==> config.mk <==
export PLATFORM = sky130hd
export DESIGN_NAME = dma_ci_sequencer
export DESIGN_NICKNAME = d
export VERILOG_FILES = /design/src/rtl/dma_ci_sequencer_pkg.sv /design/src/rtl/dma_ci_sequencer_fifo.sv /design/src/rtl/dma_ci_sequencer.sv
export SDC_FILE = /design/constraint.sdc
export NUM_CORES = 1
export LEC_CHECK = 0
export CORE_MARGIN = 2
export CORE_UTILIZATION = 40
export DETAILED_ROUTE_END_ITERATION = 6
export GPL_TIMING_DRIVEN = 1
export PLACE_DENSITY = 0.65
export SLEW_MARGIN = 0
export SYNTH_ARGS = -nofsm -noshare
export SYNTH_HDL_FRONTEND = slang
export SYNTH_SLANG_ARGS = --single-unit
==> constraint.sdc <==
create_clock -name clock -period 6.9 [get_ports clock]
set_input_delay 0.69 -clock clock [delete_from_list [all_inputs] [get_ports clock]]
set_output_delay 0.69 -clock clock [all_outputs]
set_load 0.01 [all_outputs]
==> src/rtl/dma_ci_sequencer_pkg.sv <==
// +----------------------------------------------------------------------------+
// | dma_ci_sequencer_pkg: shared state encoding, CI opcodes, descriptor layout |
// | Revision: 1.0                                                              |
// +----------------------------------------------------------------------------+
`default_nettype none

package dma_ci_sequencer_pkg;

  localparam int BUS_ADDR_W   = 32;
  localparam int MEM_ADDR_W   = 9;
  localparam int BLOCK_SIZE_W = 10;
  localparam int BURST_SIZE_W = 8;

  localparam logic [31:0] CI_OP_BUS   = 32'h0000_0C00;
  localparam logic [31:0] CI_OP_MEM   = 32'h0000_1400;
  localparam logic [31:0] CI_OP_SIZE  = 32'h0000_1C00;
  localparam logic [31:0] CI_OP_BURST = 32'h0000_2400;
  localparam logic [31:0] CI_OP_START = 32'h0000_2C00;
  localparam logic [31:0] CI_OP_POLL  = 32'h0000_2800;

  typedef enum logic [3:0] {
    ST_IDLE      = 4'd0,
    ST_POP       = 4'd1,
    ST_WR_BUS    = 4'd2,
    ST_WR_MEM    = 4'd3,
    ST_WR_SIZE   = 4'd4,
    ST_WR_BURST  = 4'd5,
    ST_WR_START  = 4'd6,
    ST_POLL      = 4'd7,
    ST_POLL_WAIT = 4'd8,
    ST_COMPLETE  = 4'd9
  } state_t;

  typedef struct packed {
    logic [BUS_ADDR_W-1:0]   busAddr;
    logic [MEM_ADDR_W-1:0]   memAddr;
    logic [BLOCK_SIZE_W-1:0] blockSize;
    logic [BURST_SIZE_W-1:0] burstSize;
    logic                    dirIn;
  } desc_t;

  function automatic logic is_ci_state(input state_t s);
    return (s inside {ST_WR_BUS, ST_WR_MEM, ST_WR_SIZE, ST_WR_BURST, ST_WR_START, ST_POLL});
  endfunction

endpackage

`default_nettype wire

==> src/rtl/dma_ci_sequencer_fifo.sv <==
// +----------------------------------------------------------------------------+
// | dma_desc_fifo: descriptor FIFO, 2**depthLog2 entries, synchronous flush    |
// | Revision: 1.0                                                              |
// +----------------------------------------------------------------------------+
`default_nettype none

module dma_desc_fifo
  import dma_ci_sequencer_pkg::*;
#(
  parameter int depthLog2 = 2
) (
  input  logic               clk_i,
  input  logic               rst_ni,
  input  logic               push_i,
  input  desc_t              pushData_i,
  output logic               ready_o,
  input  logic               pop_i,
  input  logic               flush_i,
  output desc_t              head_o,
  output logic [depthLog2:0] count_o
);

  localparam int                 ENTRIES   = 1 << depthLog2;
  localparam logic [depthLog2:0] FULL_CNT  = (depthLog2 + 1)'(ENTRIES);

  desc_t                mem_q [ENTRIES];
  logic [depthLog2-1:0] wrPtr_q;
  logic [depthLog2-1:0] rdPtr_q;
  logic [depthLog2:0]   count_q;
  logic                 doPush;
  logic                 doPop;

  // Readiness depends only on occupancy, never on a pop in the same cycle.
  assign ready_o = (count_q != FULL_CNT);
  assign doPush  = push_i && ready_o;
  assign doPop   = pop_i && (count_q != '0);

  always_ff @(posedge clk_i) begin
    if (!rst_ni || flush_i) begin
      wrPtr_q <= '0;
      rdPtr_q <= '0;
      count_q <= '0;
    end else begin
      if (doPush) wrPtr_q <= wrPtr_q + 1'b1;
      if (doPop)  rdPtr_q <= rdPtr_q + 1'b1;
      if (doPush && !doPop)      count_q <= count_q + 1'b1;
      else if (!doPush && doPop) count_q <= count_q - 1'b1;
    end
  end

  always_ff @(posedge clk_i) begin
    if (doPush) mem_q[wrPtr_q] <= pushData_i;
  end

  assign head_o  = mem_q[rdPtr_q];
  assign count_o = count_q;

endmodule

`default_nettype wire

==> src/rtl/dma_ci_sequencer.sv <==
// +----------------------------------------------------------------------------+
// | dma_ci_sequencer: queues DMA descriptors and programs a DMA CI per job.    |
// | Option DMA_SEQ_ERROR_FLUSH_EN: an errored job also flushes the queue.      |
// | Revision: 1.0                                                              |
// +----------------------------------------------------------------------------+
`default_nettype none

module dma_ci_sequencer
  import dma_ci_sequencer_pkg::*;
#(
  parameter logic [7:0] customId      = 8'h00,
  parameter int         fifoDepthLog2 = 2
) (
  input  logic                   clock,
  input  logic                   reset,
  input  logic                   pushValid,
  output logic                   pushReady,
  input  logic [31:0]            pushBusAddr,
  input  logic [8:0]             pushMemAddr,
  input  logic [9:0]             pushBlockSize,
  input  logic [7:0]             pushBurstSize,
  input  logic                   pushDirIn,
  output logic                   ciStart,
  output logic [7:0]             ciN,
  output logic [31:0]            ciValueA,
  output logic [31:0]            ciValueB,
  input  logic                   ciDone,
  input  logic [31:0]            ciResult,
  output logic                   jobDone,
  output logic                   jobError,
  output logic                   busy,
  output logic [fifoDepthLog2:0] queueCount
);

  desc_t       pushDesc;
  desc_t       head;
  desc_t       job_q, job_d;
  state_t      state_q, state_d;
  logic        err_q, err_d;
  logic        popFifo;
  logic        flushFifo;
  logic [31:0] valA_d, valB_d;
  logic        ciStart_q, jobDone_q, jobError_q, busy_q;
  logic [31:0] ciValueA_q, ciValueB_q;
  logic        unusedResult;

  assign pushDesc = '{busAddr:   pushBusAddr,
                      memAddr:   pushMemAddr,
                      blockSize: pushBlockSize,
                      burstSize: pushBurstSize,
                      dirIn:     pushDirIn};

  assign popFifo      = (state_q == ST_POP);
  assign unusedResult = ^ciResult[31:2];

`ifdef DMA_SEQ_ERROR_FLUSH_EN
  assign flushFifo = (state_q == ST_COMPLETE) && err_q;
`else
  assign flushFifo = 1'b0;
`endif

  dma_desc_fifo #(
    .depthLog2 (fifoDepthLog2)
  ) u_fifo (
    .clk_i      (clock),
    .rst_ni     (reset),
    .push_i     (pushValid),
    .pushData_i (pushDesc),
    .ready_o    (pushReady),
    .pop_i      (popFifo),
    .flush_i    (flushFifo),
    .head_o     (head),
    .count_o    (queueCount)
  );

  always_comb begin
    state_d = state_q;
    err_d   = err_q;
    job_d   = job_q;
    case (state_q)
      ST_IDLE:      if (queueCount != '0) state_d = ST_POP;
      ST_POP: begin
        job_d   = head;
        err_d   = 1'b0;
        state_d = (head.blockSize == '0) ? ST_COMPLETE : ST_WR_BUS;
      end
      ST_WR_BUS:    if (ciDone) state_d = ST_WR_MEM;
      ST_WR_MEM:    if (ciDone) state_d = ST_WR_SIZE;
      ST_WR_SIZE:   if (ciDone) state_d = ST_WR_BURST;
      ST_WR_BURST:  if (ciDone) state_d = ST_WR_START;
      ST_WR_START:  if (ciDone) state_d = ST_POLL;
      ST_POLL:      state_d = ST_POLL_WAIT;
      ST_POLL_WAIT: begin
        if (ciDone) begin
          if (ciResult[0]) begin
            state_d = ST_POLL;
          end else begin
            state_d = ST_COMPLETE;
            err_d   = ciResult[1];
          end
        end
      end
      ST_COMPLETE:  state_d = ST_IDLE;
      default:      state_d = ST_IDLE;
    endcase
  end

  // Outputs are registered, so they are decoded from the state being entered.
  always_comb begin
    valA_d = '0;
    valB_d = '0;
    case (state_d)
      ST_WR_BUS: begin
        valA_d = CI_OP_BUS;
        valB_d = job_d.busAddr;
      end
      ST_WR_MEM: begin
        valA_d = CI_OP_MEM;
        valB_d = 32'(job_d.memAddr);
      end
      ST_WR_SIZE: begin
        valA_d = CI_OP_SIZE;
        valB_d = 32'(job_d.blockSize);
      end
      ST_WR_BURST: begin
        valA_d = CI_OP_BURST;
        valB_d = 32'(job_d.burstSize);
      end
      ST_WR_START: begin
        valA_d = CI_OP_START;
        valB_d = job_d.dirIn ? 32'd1 : 32'd2;
      end
      ST_POLL: begin
        valA_d = CI_OP_POLL;
      end
      default: ;
    endcase
  end

  always_ff @(posedge clock) begin
    if (!reset) begin
      state_q    <= ST_IDLE;
      err_q      <= 1'b0;
      job_q      <= '0;
      ciStart_q  <= 1'b0;
      ciValueA_q <= '0;
      ciValueB_q <= '0;
      jobDone_q  <= 1'b0;
      jobError_q <= 1'b0;
      busy_q     <= 1'b0;
    end else begin
      state_q    <= state_d;
      err_q      <= err_d;
      job_q      <= job_d;
      ciStart_q  <= is_ci_state(state_d);
      ciValueA_q <= valA_d;
      ciValueB_q <= valB_d;
      jobDone_q  <= (state_d == ST_COMPLETE);
      jobError_q <= (state_d == ST_COMPLETE) && err_d;
      busy_q     <= (state_d != ST_IDLE);
    end
  end

  assign ciStart  = ciStart_q;
  assign ciN      = customId;
  assign ciValueA = ciValueA_q;
  assign ciValueB = ciValueB_q;
  assign jobDone  = jobDone_q;
  assign jobError = jobError_q;
  assign busy     = busy_q;

endmodule

`default_nettype wire

-- Word level (Yosys, flattened, before mapping)
Memory sizes are Yosys's and may differ from the RTL's. A register that Yosys moved wholly into a read port is not among the register bits.
Index checks and enable logic that the tools add are counted.
- muxes and demuxes: 23
- reductions and logical operators: 13
- $mul: 0
- equal/unequal tests: 16
- order comparisons: 0
- add/subtract/negate cells: 4
- divide/modulo/power cells: 0
- bitwise operators: 0
- shift operators: 0
- operator list (operator ; count):
    $pmux 32 s5 ; 1
    $pmux 14 s6 ; 1
    $mux 60 ; 1
    $mux 4 ; 9
    $pmux 4 s9 ; 1
    $eq 4x3->1 const B ; 8
    $eq 4x2->1 const B ; 4
    $logic_not 10->1 ; 1
    $eq 4x4->1 const B ; 2
    $mux 2 ; 3
    $mux 3 ; 2
    $reduce_bool 6->1 ; 1
    $logic_and 1x1->1 ; 5
    $add 2x1->2 const B ; 2
    $eq 4x1->1 const B ; 1
    $logic_not 4->1 ; 1
    $mux 1 ; 4
    $reduce_bool 4->1 ; 1
    $add 3x1->3 const B ; 1
    $ne 3x3->1 const B ; 1
    $reduce_bool 3->1 ; 1
    $sub 3x1->3 const B ; 1
    $logic_not 1->1 ; 2
    $pmux 1 s2 ; 1
    $reduce_bool 2->1 ; 1
- bits in latches: 0
- output and inout port bits: 80
- bits of input ports: 96
- logic and storage cells: 73
- memories kept: 1
- ROM bits: 0
- RAM bits: 240
- bits in registers: 140
- memory list (name ; words ; width ; rd ports ; clocked after Yosys merged registers in ; write ports ; line ; text):
    u_fifo.mem_q ; 4 ; 60 ; 1 ; 1 ; 1 ; dma_ci_sequencer_fifo.sv:26 ; desc_t mem_q [ENTRIES];

-- Depth between registers and ports, before layout
Gate-level depths: netlist of run 1.
- word-level depth: 6
- gate-level depth with buffers: 12
- depth with buffers taken out: 10

-- Cells and area by module
Synthesis of run 1 repeated with hierarchy kept, for this count alone.
- cells, all modules: 850
- area, all modules: 13497.9 sq um
- by module, submodules not included (module ; cells each ; sequential area each (sq um) ; area each (sq um) ; instances):
    dma_desc_fifo ; 361 ; 7387.1 ; 9110.0 ; 1
    dma_ci_sequencer ; 489 ; 2102.0 ; 4388.0 ; 1

-- Least setup slack after synthesis of run 1
No wires, ideal clock.
- kind: register to register
- from: register u_fifo.count_q[0] (netlist: u_fifo.count_o[0])
- to: memory u_fifo.mem_q[0][0] in the netlist's numbering (enable)
- path buffers: 0
- data arrival time: 2.189 ns
- stages on the path, launching flop included: 4
- clock period less this slack: 2.614 ns
- path slack: 4.286 ns
- data required time: 6.475 ns
- cells stage by stage: dfxtp_1 nor2_1 nand2_1 and3_1
- word-level cells in the longest chain between the ends: 4
- ends and longest elaborated chain (element ; line ; text):
    from (decl) ; dma_ci_sequencer_fifo.sv:29 ; logic [depthLog2:0] count_q;
    from (signal assigned) ; dma_ci_sequencer_fifo.sv:46 ; if (doPush && !doPop) count_q <= count_q + 1'b1;
    from (signal assigned) ; dma_ci_sequencer_fifo.sv:47 ; else if (!doPush && doPop) count_q <= count_q - 1'b1;
    $ne 3x3->1 ; dma_ci_sequencer_fifo.sv:34 ; assign ready_o = (count_q != FULL_CNT);
    net pushReady ; dma_ci_sequencer.sv:17 ; output logic pushReady,
    $logic_and 1x1->1 ; dma_ci_sequencer_fifo.sv:35 ; assign doPush = push_i && ready_o;
    $mux 1 ; dma_ci_sequencer_fifo.sv:52 ; if (doPush) mem_q[wrPtr_q] <= pushData_i;
    $mux 1 (implied by the code) ; dma_ci_sequencer_fifo.sv:52 ;
    to (decl) ; dma_ci_sequencer_fifo.sv:26 ;
The timed path passes the listed nets, and every way through them passes these cells.

==> run_results.csv, run 1 <==
group,metric,value,unit
clocking,ctsHoldBuffers,0,
route,first_iter_violations,395,
critical_path,worstRegToRegCells,7,
synthesis,ys.flop_type,"edfxtp_1",
grt,grt_pass1_vias,7090,
layout,final_area,0.0161,sq mm
synthesis,ys_ff_latch,354,
route,wl,26000,um
sta,worstMarginPinSlew,0.969,ns
pwr,ir_drop,0.179,mV
sta,finalClockSkew,0.0244,ns
floorplanning,die_x,187,um
pwr,power_frac_comb,19.9,%
synthesis,yosysWarningCount,0,
critical_path,cp-start-kind,"flop",
pwr,leakage,5.39,nW
grt,grt_max_degree,64,
grt,grt_pass1_wl,40600,um
run,maxCapViolations,0,
sta,slew_headroom,35.4,%
sta,slew_violations,0,
critical_path,regToRegSetupSlack,3.54,ns
hold_path,hold_class,"flop to flop",
clocking,clock_path_buffers,3,
hold_path,min-delay-start,"job_q[47]$_SDFF_PN0_",
pwr,powerDensity,372,mW/mm^2
grt,grtUsageMet2,25.5,%
layout,final_cell_mix,"240 x edfxtp_1, 121 x nand2_1, 112 x dfxtp_1",
critical_path,crit_arrival,3.76,ns
placed_design,portBuffers,109,
route,firstDrtPassIters,5,
synthesis,seq_area_frac_synth,70.8,%
layout,mostFrequentLayoutCell,"edfxtp_1",
hold_path,min_path_cells,2,
placed_design,place_congestion,0.797,
grt,grtUsageMet3,2.83,%
floorplanning,io-pin-count,176,
layout,multi_input_area,0.00352,sq mm
hold_path,holdPathEnd,"job_q[47]$_SDFF_PN0_",
pwr,p_sw,1.58,mW
clocking,cts_resized,0,
grt,top_usage_layer,"met2",
critical_path,timing.rr.end,"ciValueB[9]$_SDFF_PN0_",
clocking,cts_num_sinks,354,
sta,hold_viol,0,
sta,rsz0062_at_grt,"no",
synthesis,avgSynthCellArea,15.7,sq um
layout,fin_nets,1069,
placed_design,dpl_cell_area,0.0148,sq mm
layout,diodes,0,
synthesis,async_flop_share,0,%
route,vias,7150,
critical_path,critPathKind,"flop to flop",
floorplanning,die_area,0.0350,sq mm
layout,syn2layout_area_growth,19.8,%
route,vias_per_cell,4.95,
clocking,clk_pin_slew,0.06,ns
pwr,p_int,4.39,mW
layout,seq_area,0.00949,sq mm
run_status,outcome,"complete, no violations",
sta,setup_viol,0,
sta,fin_setup_tns,0,ns
clocking,post-cts-setup-buffer-count,0,
grt,overflow,0,
layout,post-route-util,48.3,%
clocking,cts_buffers,38,
grt,grt_use_met1,19.7,%
placed_design,dp_hpwl,15200,um
synthesis,synth.top_cell.area_share,53.7,%
route,avgRoutedWirePerCell,18.0,um
layout,fill_cells,2843,
synthesis,netlist_area,0.0134,sq mm
clocking,cts_tree,"yes",
pwr,p_seq_share,45.2,%
sta,finalCritPeriodShare,48.7,%
critical_path,critPathCaptureType,"flop",
clocking,cts-htree-levels,2,
synthesis,ys_types,60,
floorplanning,row_count,67,
layout,stdcell_count,1444,
layout,drive_gt1_share,14.4,%
pwr,swShare,26.5,%
route,ant_nets,0,
floorplanning,core_area,0.0333,sq mm
floorplanning,die-height,187,um
critical_path,worstPathMaxFanout,25,
clocking,insertion_delay,0.52,ns
grt,antenna_found_initial,1,
sta,period_minus_slack,3.36,ns
synthesis,netlist_instances,854,
critical_path,cp.required,7.30,ns
synthesis,synth_top_area_cell,"edfxtp_1",
placed_design,dp_cells,1375,
clocking,clock-root-buffer,"clkbuf_16",
floorplanning,start_util,40.3,%
route,drt_drc_violations_left,0,
pwr,clkPwrFrac,34.8,%
synthesis,synth_edf_count,240,
grt,grt_use_total,14.9,%
synthesis,synth_area_leaders,"edfxtp_1 54%, dfxtp_1 17%, mux4_2 9.1%",
sta,fmax,0.298,GHz
[worst max-delay path by stage]
| stage | to | slack (ns) | start | cells after the start |
|---|---|---|---|---|
| after floorplan | u_fifo.mem_q[0][0]$_DFFE_PP_ | 4.29 | u_fifo.count_o[0]$_SDFFE_PN0P_ | 3 |
| after global placement | ciValueB[4]$_SDFF_PN0_ | 3.19 | ciDone | 8 |
| after detailed placement | ciValueB[8]$_SDFF_PN0_ | 3.17 | ciDone | 8 |
| after CTS | ciValueB[6]$_SDFF_PN0_ | 3.50 | flop | 7 |
| after global routing | ciValueB[4]$_SDFF_PN0_ | 3.36 | flop | 7 |
| final | ciValueB[9]$_SDFF_PN0_ | 3.54 | flop | 7 |
[Yosys cell counts (7+ instances only)]
cell / n
a21o_1: 9
a21oi_1: 55
a31oi_1: 9
and2_1: 7
and3_1: 8
buf_2: 14
buf_4: 43
clkbuf_1: 16
dfxtp_1: 114
edfxtp_1: 240
inv_1: 9
mux2i_1: 12
mux4_2: 54
nand2_1: 121
nor2_1: 25
nor2b_1: 23
[kinds of logic after synthesis]
logic type,Yosys count,share of synthesized area [%]
flops,354,70.8
simple gates,219,7.84
compound gates,104,4.95
buf+inv,90,4.09
mux,75,11.4
fa+ha+maj,6,0.616
xor+xnor,5,0.327
other cells,1,0.0280
[worst max-delay path, cell delays in order, from the launching register on]
cell	delay, ns
dfxtp_4	0.66
mux4_1	0.70
nor4_2	0.45
nand4_2	0.24
nand4_2	0.42
buf_4	0.38
nand2b_1	0.15
a21bo_2	0.21
[power by group through the flow]
stage               Combinational, mW  Clock, mW  Sequential [mW]
floorplan                       0.891          0             2.71
global placement                 1.20          0             2.74
detailed placement               1.21          0             2.76
CTS                              1.21       2.12             2.71
global route                     1.30       2.21             2.74
finish                           1.19       2.08             2.70
[registers in the layout, summed over array words and instances, names as in the netlist, 2 cells and up, named ones only]
name,cells
job_q,60
u_fifo.count_o,3
u_fifo.wrPtr_q,2
u_fifo.rdPtr_q,2
state_q,4
ciValueB,32
u_fifo.mem_q,240
ciValueA,4
[cell type report]
| type | count | area share [%] |
|---|---|---|
| clock buffers | 47 | 6.19 |
| clock inverters | 22 | 1.89 |
| inverters | 9 | 0.210 |
| multi-input cells | 445 | 21.9 |
| flip-flops and latches | 354 | 59.1 |
| well taps | 448 | 3.49 |
| repair buffers | 119 | 7.26 |
[metal layers]
metal	vias to the layer above	share of wire (%)
li1	3344	-
met1	3580	44
met2	189	50
met3	35	4.7
met4	2	1.6
met5	-	0.042
[metrics by stage]
stage / power (mW) / setup slack [ns] / hold WS, ns
finish: 5.98 / 3.54 / 0.455
global route: 6.24 / 3.36 / 0.471
CTS: 6.05 / 3.50 / 0.459
detailed placement: 3.96 / 3.17 / 0.450
global placement: 3.94 / 3.19 / 0.440
floorplan: 3.60 / 4.29 / 0.434
Note: power is estimated with default switching activity, not from simulation.
==> run 2: changes to the inputs <==
PLACE_DENSITY = 0.67   (was 0.65)
clock period = 2.8 ns   (was 6.9 ns; I/O delays follow)
==> run 2 against run 1 <==
- die area is the same
- clock power grew 130%
- via count grew 2.4%
- largest cell class unchanged
- non-clock buffer count grew 23
- cell count grew 1.9%
- power grew 150%
- critical endpoint is now ciValueB[1]$_SDFF_PN0_
- highest routed layer is now met4
- sequential power grew 140%
==> run_results.csv, run 2 (synthesis results as in run 1) <==
group,metric,value,unit
clocking,post-cts-setup-buffer-count,0,
clocking,clk_pin_slew,0.06,ns
critical_path,critPathKind,"flop to flop",
sta,period_minus_slack,2.58,ns
layout,fill_cells,2818,
route,wl,26900,um
sta,timing.hold.ws,0.408,ns
layout,stdcell_count,1471,
layout,largest_reg_flops,240,
floorplanning,io-pin-count,176,
floorplanning,core_area,0.0333,sq mm
clocking,cts-htree-levels,2,
pwr,power_frac_comb,22.0,%
route,drt_drc_violations_left,0,
clocking,cts_tree,"yes",
sta,finalClockSkew,0.0211,ns
clocking,cts_num_sinks,354,
sta,finalCritPeriodShare,92.1,%
route,first_iter_violations,411,
layout,syn2layout_area_growth,21.5,%
pwr,finalPower,14.7,mW
grt,overflow,0,
critical_path,cp.required,3.16,ns
grt,grt_pass1_wl,42100,um
pwr,swShare,27.2,%
layout,regMostFlops,"u_fifo.mem_q",
clocking,ctsHoldBuffers,0,
critical_path,worstPathMaxFanout,11,
placed_design,place_congestion,0.817,
route,avgRoutedWirePerCell,18.3,um
sta,rsz0062_at_grt,"no",
clocking,insertion_delay,0.51,ns
critical_path,critPathCaptureType,"flop",
floorplanning,row_count,67,
pwr,leakage,5.52,nW
pwr,clkPwrFrac,33.0,%
clocking,clock-root-buffer,"clkbuf_16",
sta,worstMarginPinSlew,0.660,ns
grt,grt_max_degree,61,
clocking,cts_resized,0,
pwr,powerDensity,903,mW/mm^2
critical_path,regToRegSetupSlack,0.22,ns
pwr,p_seq_share,45.0,%
layout,fin_nets,1093,
layout,final_cell_mix,"240 x edfxtp_1, 121 x nand2_1, 112 x dfxtp_1",
grt,grt_use_total,15.5,%
pwr,p_sw,3.99,mW
route,ant_nets,0,
clocking,clock_path_buffers,3,
route,vias_per_cell,4.98,
placed_design,portBuffers,109,
sta,slew_headroom,56.0,%
sta,setup_viol,0,
hold_path,hold_class,"input port to flop",
floorplanning,start_util,40.3,%
layout,drive_gt1_share,16.8,%
floorplanning,die-height,187,um
sta,hold_viol,0,
floorplanning,die_x,187,um
floorplanning,die_area,0.0350,sq mm
sta,slew_violations,0,
route,vias,7323,
grt,antenna_found_initial,3,
run,maxCapViolations,0,
grt,grt_pass1_vias,7519,
run_status,outcome,"complete, no violations",
critical_path,cp-start-kind,"flop",
sta,fmax,0.388,GHz
critical_path,crit_arrival,2.94,ns
placed_design,dp_hpwl,16500,um
clocking,cts_buffers,39,
route,firstDrtPassIters,5,
layout,mostFrequentLayoutCell,"edfxtp_1",
pwr,ir_drop,0.393,mV
pwr,p_int,10.7,mW
placed_design,dp_cells,1398,
-- run 2: metrics by stage --
stage / util [%] / setup TNS (ns) / cell area [sq um] / setup WS, ns
after global placement: 45.2 / 0 / 15000 / 0.0624
after floorplan: - / 0 / 13500 / 0.186
after global routing: 48.9 / 0 / 16300 / 0.102
final: 48.9 / 0 / 16300 / 0.221
after detailed placement: 45.2 / -0.0228 / 15000 / -0.0228
after CTS: 48.9 / 0 / 16300 / 0.227
-- run 2: worst paths after layout --
check	from	endpoint	cells after the start
worst min register to register	job_q[42]$_SDFF_PN0_	job_q[42]$_SDFF_PN0_	2
worst max-delay path	flop	ciValueB[1]$_SDFF_PN0_	7
worst min-delay path	pushBusAddr[1]	u_fifo.mem_q[2][29]$_DFFE_PP_	1
worst max register to register	flop	ciValueB[1]$_SDFF_PN0_	7
-- run 2: metal layers --
metal / vias up / wire [um] / track usage (%)
met5: - / 0 / 0
met2: 216 / 13100 / 25.9
met3: 41 / 1520 / 3.32
li1: 3394 / - / -
met4: 0 / 504 / 4.67
met1: 3672 / 11800 / 20.3
-- run 2: critical path, cell delays in order (launching register included) --
cell      delay (ns)
dfxtp_4         0.47
mux4_1          0.63
nor4_2          0.44
nand3_1         0.20
a21o_1          0.27
o211ai_4        0.19
buf_12          0.16
a41oi_1         0.06
-- run 2: final cells by class --
type	instances	area, sq um	share of cell area, %
Sequential cell	354	9490	58.3
Multi-Input combinational cell	445	3520	21.6
Timing Repair Buffer	142	1440	8.83
Clock buffer	56	1160	7.12
Tap cell	448	561	3.44
Clock inverter	14	76.3	0.469
Inverter	9	33.8	0.207
Antenna cell	3	7.51	0.0461
-- run 2: power by group through the flow --
stage	logic [mW]	registers, mW	clock network, mW
after floorplan	2.20	6.67	0
after CTS	3.28	6.62	4.97
after global placement	3.24	6.70	0
final	3.24	6.61	4.85
after global routing	3.53	6.69	5.17
after detailed placement	3.27	6.73	0
==> run 3: changes to the inputs <==
CAP_MARGIN = 20   (was default)
==> results of run 3 <==
The final DEF is identical to that of run 2; final timing and power are the same.
